**src/rtl/md5_candidate_padder.sv**
```systemverilog
// md5_candidate_padder
// Turns each 32-bit candidate from the counter into one MD5-padded 512-bit block. The block
// leaves as 16 little-endian 32-bit words. One prefetch slot lets the counter run one block
// ahead, so consecutive blocks are emitted with no idle cycle between them.
//
// Ports:
//   CLK, resetn        clock, asynchronous active-low reset
//   in_valid/in_ready  candidate handshake; in_data carries the candidate
//   src_done           counter exhausted (latched sticky)
//   out_valid/ready    word handshake toward the MD5 round core
//   out_word           M[out_index]; out_last flags index 15
//   out_cand           candidate that produced the current block
//   all_done           sticky: source finished and every block emitted
//   blocks_sent        blocks whose word 15 was accepted (wraps)
module md5_candidate_padder #(
    parameter int unsigned ENCODING = 0  // 0: raw 4-byte message, 1: 8-char lowercase hex
) (
    input  logic        CLK,
    input  logic        resetn,
    input  logic        in_valid,
    output logic        in_ready,
    input  logic [31:0] in_data,
    input  logic        src_done,
    output logic        out_valid,
    input  logic        out_ready,
    output logic [31:0] out_word,
    output logic [3:0]  out_index,
    output logic        out_last,
    output logic [31:0] out_cand,
    output logic        all_done,
    output logic [31:0] blocks_sent
);

    typedef enum logic [1:0] {StIdle, StEmit, StDone} state_e;

    state_e      state_q, state_d;
    logic [31:0] active_q, active_d;
    logic [31:0] pending_q, pending_d;
    logic        pending_full_q, pending_full_d;
    logic        src_done_q, src_done_d;
    logic [3:0]  idx_q, idx_d;
    logic [31:0] word_q, word_d;
    logic [31:0] blocks_q, blocks_d;

    logic accept;
    logic fire;
    logic last_fire;

    function automatic logic [7:0] hex_char(input logic [3:0] n);
        if (n < 4'd10) begin
            return 8'h30 + {4'h0, n};
        end
        return 8'h57 + {4'h0, n};  // 0x57 + 10 = 'a'
    endfunction

    // Word idx of the padded block; byte 0 of each word sits in bits [7:0].
    function automatic logic [31:0] msg_word(input logic [31:0] cand, input logic [3:0] idx);
        logic [31:0] w;
        w = '0;
        if (ENCODING == 0) begin
            case (idx)
                4'd0:    w = cand;
                4'd1:    w = 32'h0000_0080;
                4'd14:   w = 32'h0000_0020;
                default: w = '0;
            endcase
        end else begin
            // First character is the most significant nibble.
            case (idx)
                4'd0:    w = {hex_char(cand[19:16]), hex_char(cand[23:20]),
                              hex_char(cand[27:24]), hex_char(cand[31:28])};
                4'd1:    w = {hex_char(cand[3:0]), hex_char(cand[7:4]),
                              hex_char(cand[11:8]), hex_char(cand[15:12])};
                4'd2:    w = 32'h0000_0080;
                4'd14:   w = 32'h0000_0040;
                default: w = '0;
            endcase
        end
        return w;
    endfunction

    assign out_valid   = (state_q == StEmit);
    assign all_done    = (state_q == StDone);
    assign in_ready    = resetn && !pending_full_q && (state_q != StDone);
    assign out_word    = word_q;
    assign out_index   = idx_q;
    assign out_last    = (idx_q == 4'd15);
    assign out_cand    = active_q;
    assign blocks_sent = blocks_q;

    assign accept    = in_valid && in_ready;
    assign fire      = out_valid && out_ready;
    assign last_fire = fire && (idx_q == 4'd15);

    always_comb begin
        state_d        = state_q;
        active_d       = active_q;
        pending_d      = pending_q;
        pending_full_d = pending_full_q;
        src_done_d     = src_done_q | src_done;
        idx_d          = idx_q;
        word_d         = word_q;
        blocks_d       = blocks_q;

        case (state_q)
            StIdle: begin
                if (accept) begin
                    active_d = in_data;
                    idx_d    = 4'd0;
                    word_d   = msg_word(in_data, 4'd0);
                    state_d  = StEmit;
                end else if (src_done_q) begin
                    state_d = StDone;
                end
            end
            StEmit: begin
                if (last_fire) begin
                    blocks_d = blocks_q + 32'd1;
                    idx_d    = 4'd0;
                    if (pending_full_q) begin
                        // Promote the prefetched candidate; the slot may refill this cycle.
                        active_d       = pending_q;
                        word_d         = msg_word(pending_q, 4'd0);
                        pending_full_d = accept;
                        if (accept) begin
                            pending_d = in_data;
                        end
                    end else if (accept) begin
                        // Slot frees this cycle: load straight into ACTIVE to avoid a bubble.
                        active_d = in_data;
                        word_d   = msg_word(in_data, 4'd0);
                    end else begin
                        state_d = StIdle;
                    end
                end else begin
                    if (fire) begin
                        idx_d  = idx_q + 4'd1;
                        word_d = msg_word(active_q, idx_q + 4'd1);
                    end
                    if (accept) begin
                        pending_d      = in_data;
                        pending_full_d = 1'b1;
                    end
                end
            end
            StDone: begin
                state_d = StDone;
            end
            default: begin
                state_d = StIdle;
            end
        endcase
    end

    always_ff @(posedge CLK or negedge resetn) begin
        if (!resetn) begin
            state_q        <= StIdle;
            active_q       <= '0;
            pending_q      <= '0;
            pending_full_q <= 1'b0;
            src_done_q     <= 1'b0;
            idx_q          <= '0;
            word_q         <= '0;
            blocks_q       <= '0;
        end else begin
            state_q        <= state_d;
            active_q       <= active_d;
            pending_q      <= pending_d;
            pending_full_q <= pending_full_d;
            src_done_q     <= src_done_d;
            idx_q          <= idx_d;
            word_q         <= word_d;
            blocks_q       <= blocks_d;
        end
    end

endmodule

```
**config.mk**
```make
export PLATFORM = sky130hd
export DESIGN_NAME = md5_candidate_padder
export DESIGN_NICKNAME = d
export VERILOG_FILES = /design/src/rtl/md5_candidate_padder.sv
export SDC_FILE = /design/constraint.sdc
export NUM_CORES = 1
export LEC_CHECK = 0
export BUFFER_PORTS_ARGS = -buffer_cell sky130_fd_sc_hd__buf_2
export CORE_MARGIN = 1
export CORE_UTILIZATION = 28
export DETAILED_ROUTE_END_ITERATION = 10
export GPL_TIMING_DRIVEN = 0
export PLACE_DENSITY = 0.47
export SLEW_MARGIN = 20
export SYNTH_ARGS = -nofsm -noshare
export SYNTH_HDL_FRONTEND = slang
export SYNTH_SLANG_ARGS = --single-unit
```
**constraint.sdc**
```tcl
create_clock -name CLK -period 4.3 [get_ports CLK]
set_clock_uncertainty 0.2 [all_clocks]
set_input_delay 0.215 -clock CLK [delete_from_list [all_inputs] [get_ports CLK]]
set_output_delay 0.215 -clock CLK [all_outputs]
set_load 0.005 [all_outputs]
```
==> impl_results.md, run 1 <==
* Placed instance area at 7525 um2
* Die Y at 153.5 um
* Crit start category: input port
* Synth warn at 0
* Largest net degree at the start of global routing at 71
* Die area at 23,570 um2
* Buffers on Ports at 140
* CTS Buffer Depth at 2
* Reg-to-reg slack, setup at 1.35 ns
* Crit-path cells: dlygate4sd3_1 -> buf_8 -> nor2b_1 -> nand4_1 -> clkbuf_1 -> nand2_1 -> a31oi_1 -> a221o_1
* Core area at 22,570 um2
* Max-cap violations at 0
* Sequential area share after synthesis at 52.93%
* Leading cell type in the layout, fill and taps excluded: buf_2
* Iteration-0 DRC Markers at 263
* Final hold violation count at 0
* Ports at 141
* Setup crit start: resetn
* CP bufs+invs at 3
* Post-DP HPWL at 13,410 um
* Final setup violation count at 0
* Worst reg2reg path endpoint: out_cand[5]$_DFFE_PN0P_
* Post-synth EDFFs at 0
* Switching portion of total power at 24.83%
* CTS root buf: clkbuf_16
* Nets at 845
* Crit-path max cell delay at 0.56 ns
* Share of post-route cells with drive strength above 1 at 27.85%
* Fillers at 2,306
* Leak at 4.258 nW
* Slew headroom at 47.97%
* Clk pwr share at 47.0%
* Distinct cells, synth at 50
* Reg clk slew, reported paths at 0.07 ns
* Clock sink count at 136
* Footprint of the multi-input gates at 2718 um2
* Row count at 55
* Die X at 153.5 um
* Most used DFF post-synth: dfrtp_1
* RSZ-0062 raised after global routing: no
* FF+latch count, synth at 136
* CP required at 4.41 ns
* Fin Setup TNS at 0 ns
* Most frequent cells in the layout: 148 x buf_2, 136 x dfrtp_1, 71 x nand2_1
* CTS buffer count at 17
* FF+latch area at 3403 um2
* Area grow syn2layout at 31.78%
* Synthesized Nets at 650
* Syn Std Cell Area at 6430 um2
* Sequential share of power at 44.5%
* Worst R2R Start: out_index[0]$_DFFE_PN0P_
* Worst setup endpoint: out_word[20]$_DFFE_PN0P_
* CP endpoint kind: flip-flop
* Routed len/inst at 17.62 um
* DRC at 0
* Design area at 8473 um2
* Final min period at 3.053 ns
* Total gr overflow at 0
* NetSw at 0.7913 mW
* Initial antenna violation count at 1
* WHS at 0.1147 ns
* Int Pwr at 2.396 mW
* Mapped Cells at 608
* Slew @ Worst Pin at 0.7739 ns
* Via count of the routed design at 5,382
* DR pass1 iterations at 4
* Mean Syn Cell Area at 10.58 um2
* Status: finished, final reports clean
* CP max FO at 70
* CP Class: in2reg
* Htree depth at 4
* Routed Antenna Nets at 0
* Initial core utilization at 28.49%
* PostCTS Resize Cnt at 0
* Vias per cell at 4.888
* Max frequency at 327.6 MHz
* WP depth at 8
* Worst vdd ir at 0.2131 mV
* Total GRT Usage at 17.10%
* GPL Wtd Cong at 0.7787
* Vias in the first global route at 5,449
* Critical path's top delay family: buffers and inverters
* Reg2reg path depth at 8
* First-pass GRT wire length at 30,990 um
* TritonCTS clock tree: yes
* Worst skew pair latency at 0.43 ns
* PD cells at 376.2 nW/um2
* Final WL at 19,400 um
* Share of the clock period used by the worst path at 70.99%
* Slowest cell on crit path: dlygate4sd3_1
* FFs w/ async S/R, synth at 100.0%
* Worst hold path class: in2async
* Worst EP arrival at 3.16 ns
* Comb pwr share at 8.6%
* Slew Limit Fails at 0
* Hold_buf cts at 35
* Post-CTS setup buffers at 0
-- layout make-up --
type,instances,share of cell area (%)
tap,285,4.209
antenna,1,0.02953
timing repair buffer,176,12.85
buffer,38,2.141
clock inverter,12,1.683
clock buffer,19,5.346
inverter,34,1.506
sequential,136,40.17
multi-input combinational,400,32.07
-- per-stage QoR --
step	total power [mW]	utilization, %	cells	worst slack, ns
final	3.187	37.54	1101	1.247
after CTS	3.231	37.53	1100	1.226
after global routing	3.314	37.54	1101	1.021
after detailed placement	1.694	33.34	1034	1.291
after floorplan	1.531	-	608	1.911
after global placement	1.686	33.17	1033	-0.7166
-- metal layers --
metal  track usage, %  wire, um
met1            22.63      8988
met2            26.84      9041
met3            5.045      1160
met4            5.238       206
met5                0         0
-- worst reg2reg max path: cells and delay by family (launching register included) --
kind            cells  cell delay (ns)
buf+inv             3             1.15
flops               1             0.47
fa+ha+maj           1             0.24
compound gates      3             0.59
simple gates        1             0.17
-- worst min-delay path by stage --
stage	from	end	slack (ns)	depth (start not counted)
CTS	resetn	blocks_sent[8]$_DFFE_PN0P_	0.16	2
floorplan	resetn	blocks_sent[0]$_DFFE_PN0P_	-0.28	0
finish	resetn	blocks_sent[9]$_DFFE_PN0P_	0.11	2
detailed placement	resetn	blocks_sent[8]$_DFFE_PN0P_	0.03	1
global placement	src_done	src_done_q$_DFF_PN0_	0.21	2
global route	resetn	blocks_sent[8]$_DFFE_PN0P_	0.18	2
-- flip-flops by register name (all words and copies together), names as in the netlist --
| signal | cells |
|---|---|
| blocks_sent | 32 |
| out_cand | 32 |
| out_word | 32 |
| pending_q | 32 |
| out_index | 4 |
| state_q | 2 |
| pending_full_q | 1 |
| src_done_q | 1 |
-- cell families (layout without fill, tap and decap cells) --
family,count (synthesis),after routing,share of synthesized area (%)
and+or+nand+nor,183,183,13.78
AOI/OAI and AO/OA,148,148,17.51
DFF,136,136,52.93
buffers and inverters,72,279,4.806
muxes,33,33,5.779
xor gates and xnor gates,31,31,4.223
adders and majority gates,5,5,0.9730
other,0,1,0
-- Yosys cell counts, types with 2 or more instances --
cell,number,area (um2)
inv_1,34,127.6
ha_1,5,62.56
a22oi_1,26,195.2
a21o_1,32,240.2
nand2b_1,5,31.28
xor2_1,10,87.58
nand3_1,13,65.06
nor3_1,5,25.02
buf_1,2,7.510
and3_1,10,62.56
buf_4,5,37.54
a221o_1,28,280.3
nor2b_1,3,18.77
xnor2_1,21,183.9
a21oi_1,7,35.03
and4_1,4,35.03
a211o_1,2,17.52
or2_2,2,12.51
mux2_2,32,360.4
a31oi_1,25,156.4
clkbuf_1,20,75.07
and2_1,4,25.02
o31ai_1,3,22.52
o21ai_0,11,55.05
nand2_1,71,266.5
a32o_1,2,20.02
buf_2,9,45.04
a22o_1,4,35.03
dfrtp_1,136,3403
nor2_1,44,165.2
nand4_1,14,87.58
-- power groups by stage --
| stage | Combinational [mW] | Clock [mW] | Sequential [mW] |
|---|---|---|---|
| floorplan | 0.0933 | 0 | 1.44 |
| global placement | 0.246 | 0 | 1.44 |
| detailed placement | 0.255 | 0 | 1.44 |
| CTS | 0.280 | 1.53 | 1.42 |
| global route | 0.307 | 1.58 | 1.43 |
| finish | 0.273 | 1.50 | 1.42 |
Power figures use the tool's default switching activity.
==> run 2: changes to the inputs <==
--- a/config.mk
+++ b/config.mk
@@ -5,6 +5,7 @@
 export SDC_FILE = /design/constraint.sdc
 export NUM_CORES = 1
 export LEC_CHECK = 0
+export ABC_AREA = 1
 export BUFFER_PORTS_ARGS = -buffer_cell sky130_fd_sc_hd__buf_2
 export CORE_MARGIN = 1
 export CORE_UTILIZATION = 28
==> constraint.sdc (replaced) <==
create_clock -name CLK -period 2.7 [get_ports CLK]
set_clock_uncertainty 0.2 [all_clocks]
set_input_delay 0.135 -clock CLK [delete_from_list [all_inputs] [get_ports CLK]]
set_output_delay 0.135 -clock CLK [all_outputs]
set_load 0.005 [all_outputs]
==> impl_results.md, run 2 <==
* First-pass GRT wire length at 43,170 um (+39%)
* Initial antenna violation count at 0 (-1)
* Final min period at 2.512 ns
* Area grow syn2layout at 29.54%
* Post-synthesis mux area share at 0% (-5.8 points)
* Ranking of synthesized cells by area: dfrtp_1 43%, nand2_1 18%, inv_1 5.8%
* Initial core utilization at 28.43% (-0.053 points)
* GPL Wtd Cong at 0.8116 (+4.2%)
* CTS root buf: clkbuf_16
* Routed len/inst at 16.31 um (-7.4%)
* Slew Limit Fails at 0 (unchanged)
* Clk pwr share at 52.5% (+5.5 points)
* Mean Syn Cell Area at 7.174 um2 (-32%)
* CP endpoint kind: flip-flop
* Worst setup endpoint: out_cand[18]$_DFFE_PN0P_
* PD cells at 455.3 nW/um2 (+21%)
* Via count of the routed design at 7,843 (+46%)
* CP required at 2.80 ns (-1.61 ns)
* Most frequent cell after synthesis: nand2_1
* Synthesized Nets at 1,140 (+75%)
* Reg clk slew, reported paths at 0.07 ns (about the same)
* CTS Buffer Depth at 2 (unchanged)
* Int Pwr at 3.568 mW (+49%)
* Nets at 1,341 (+59%)
* FFs w/ async S/R, synth at 100.0% (unchanged)
* Post-DP HPWL at 19,670 um (+47%)
* Sequential share of power at 43.9% (-0.6 points)
* Reg-to-reg slack, setup at 0.19 ns (-1.16 ns)
* Final WL at 27,570 um (+42%)
* Ports at 141 (unchanged)
* Largest net degree at the start of global routing at 83 (+17%)
* Violated checks: hold timing
* Reg2reg path depth at 9 (+1)
* Synth Area in Compound Gates at 10.12% (-7.4 points)
* Max-cap violations at 0 (unchanged)
* Leak at 5.540 nW (+30%)
* Fillers at 2,958 (+28%)
* Routed Antenna Nets at 0 (unchanged)
* Iteration-0 DRC Markers at 401 (+52%)
* Total GRT Usage at 19.69% (+2.6 points)
* Clock sink count at 136 (unchanged)
* Final hold violation count at 81 (+81)
* Top cell type's share of synthesized area at 43.20% (-9.7 points)
* Die area at 28,810 um2 (+22%)
* Die Y at 169.7 um (+11%)
* Worst reg2reg path endpoint: out_cand[18]$_DFFE_PN0P_
* Post-CTS setup buffers at 0 (unchanged)
* Number of diodes at 0 (-1)
* Sequential area share after synthesis at 43.20% (-9.7 points)
* FF+latch count, synth at 136 (unchanged)
* Design area at 10,200 um2 (+20%)
* Simple-Gate Fraction of Synth Area at 32.74% (+19 points)
* Share of post-route cells with drive strength above 1 at 19.05% (-8.8 points)
* Share of the clock period used by the worst path at 93.03%
* Row count at 61 (+11%)
* TritonCTS clock tree: yes
* M2 GR Usage at 30.86% (+4.0 points)
* Die X at 169.7 um (+11%)
* Core area at 27,710 um2 (+23%)
* Placed instance area at 9089 um2 (+21%)
* Worst hold path class: in2async
* Status: finished, violations left
* Comb pwr share at 3.7% (-4.9 points)
* Switching portion of total power at 23.22% (-1.6 points)
* Synthesized-area fraction occupied by adder cells at 0.7942% (-0.18 points)
* NetSw at 1.079 mW (+36%)
* Crit start category: flip-flop
* CP Class: reg2reg
* Leading cell type in the layout, fill and taps excluded: nand2_1
* Final setup violation count at 0 (unchanged)
* Slew headroom at 52.79% (+4.8 points)
* Htree depth at 4 (unchanged)
* Buffers on Ports at 140 (unchanged)
* DR pass1 iterations at 4 (unchanged)
* Syn Std Cell Area at 7878 um2 (+23%)
* Mapped Cells at 1,098 (+81%)
* CP max FO at 10 (-86%)
* Worst vdd ir at 0.2840 mV (+33%)
* RSZ-0062 raised after global routing: no
* Worst EP arrival at 2.61 ns (-0.55 ns)
* Worst skew pair latency at 0.43 ns (about the same)
* GRT Max-Usage Layer: met2
* Most frequent cells in the layout: 372 x nand2_1, 166 x buf_2, 136 x dfrtp_1
* Total Power at 4.646 mW (+46%)
* Total gr overflow at 0 (unchanged)
* Post-Synth XOR/XNOR Area at 3.113% (-1.1 points)
* Setup crit start: out_index[0]$_DFFE_PN0P_
* Synth warn at 0 (unchanged)
* CTS buffer count at 17 (unchanged)
* Largest family of logic cells by synthesized area: simple AND/OR/NAND/NOR gates
* Worst R2R Start: out_index[0]$_DFFE_PN0P_
* Vias in the first global route at 7,493 (+38%)
* Max frequency at 398.1 MHz
* Post-synth EDFFs at 0 (unchanged)
* Met1 GRT Util at 28.15% (+5.5 points)
* WHS at -0.2001 ns (-0.3148 ns)
* Met3 Use GR at 2.868% (-2.2 points)
* Fin Setup TNS at 0 ns (unchanged)
* Most used DFF post-synth: dfrtp_1
* Hold_buf cts at 41 (+17%)
* Slew @ Worst Pin at 0.7082 ns (-0.06565 ns)
* Distinct cells, synth at 37 (-26%)
* Synth cell count leaders: 372 x nand2_1, 136 x dfrtp_1, 121 x inv_1
* DRC at 0 (unchanged)
* Vias per cell at 4.641 (-5.1%)
* Leading area contributor after synthesis: dfrtp_1
run 2: repair_timing:
action / CTS / global route
resized for setup: 1 / 5
hold endpoints to repair: 229 / 81
endpoints found under the setup margin: 4 / 28
run 2: worst min-delay path by stage:
stage / from / endpoint / slack [ns] / cells after the start
after global placement: src_done / src_done_q$_DFF_PN0_ / 0.14 / 2
after global routing: resetn / out_word[15]$_DFFE_PN0P_ / -0.16 / 5
after detailed placement: resetn / out_cand[15]$_DFFE_PN0P_ / -0.11 / 1
final: resetn / out_word[15]$_DFFE_PN0P_ / -0.20 / 5
after CTS: resetn / out_word[15]$_DFFE_PN0P_ / -0.18 / 5
after floorplan: resetn / blocks_sent[0]$_DFFE_PN0P_ / -0.36 / 0
run 2: layout make-up:
cell class	instances	area, um2	share of cell area (%)
timing repair buffer	182	1236	12.11
buffer	58	306.5	3.004
clock buffer	20	466.7	4.573
tap	378	473.0	4.635
clock inverter	12	138.9	1.361
sequential	136	3403	33.35
inverter	129	489.2	4.794
multi-input combinational	775	3691	36.17
run 2: worst max-delay path, cell delays in order, from the launching register on:
cell      delay (ns)
dfrtp_1         0.51
ha_1            0.24
nand2_2         0.10
nor2_8          0.18
nand2_4         0.16
nand2_4         0.15
nand2_1         0.09
a21oi_2         0.29
clkbuf_2        0.33
o21ai_0         0.13
run 2: power by group through the flow:
| stage | combinational, mW | sequential (mW) | clock (mW) |
|---|---|---|---|
| floorplan | 0.0100 | 2.08 | 0 |
| global placement | 0.104 | 2.08 | 0 |
| detailed placement | 0.109 | 2.08 | 0 |
| CTS | 0.175 | 2.04 | 2.50 |
| global route | 0.188 | 2.04 | 2.58 |
| finish | 0.170 | 2.04 | 2.44 |
run 2: stage by stage:
stage	worst slack, ns	util [%]	hold WS, ns	std cells
4_1_cts	0.01837	36.79	-0.1810	1690
6_report	0.1883	36.83	-0.2001	1690
2_1_floorplan	0.7263	-	-0.3606	1098
5_1_grt	0.005174	36.83	-0.1642	1690
3_3_place_gp	-2.039	32.67	0.1350	1616
3_5_place_dp	-0.1395	32.80	-0.1068	1617
run 2: kinds of logic (layout without fill, tap and decap cells):
group,count (synthesis),after routing
AO/OA/AOI/OAI,142,142
XOR/XNOR,28,28
AND/OR/NAND/NOR,600,600
adder cells (fa/ha/maj),5,5
flip-flops,136,136
buffers and inverters,187,401
run 2: routing by layer:
layer,part of all wire (%),vias up
li1,-,3898
met1,50,3734
met2,45,187
met3,3.5,24
met4,1.3,0
met5,0,-
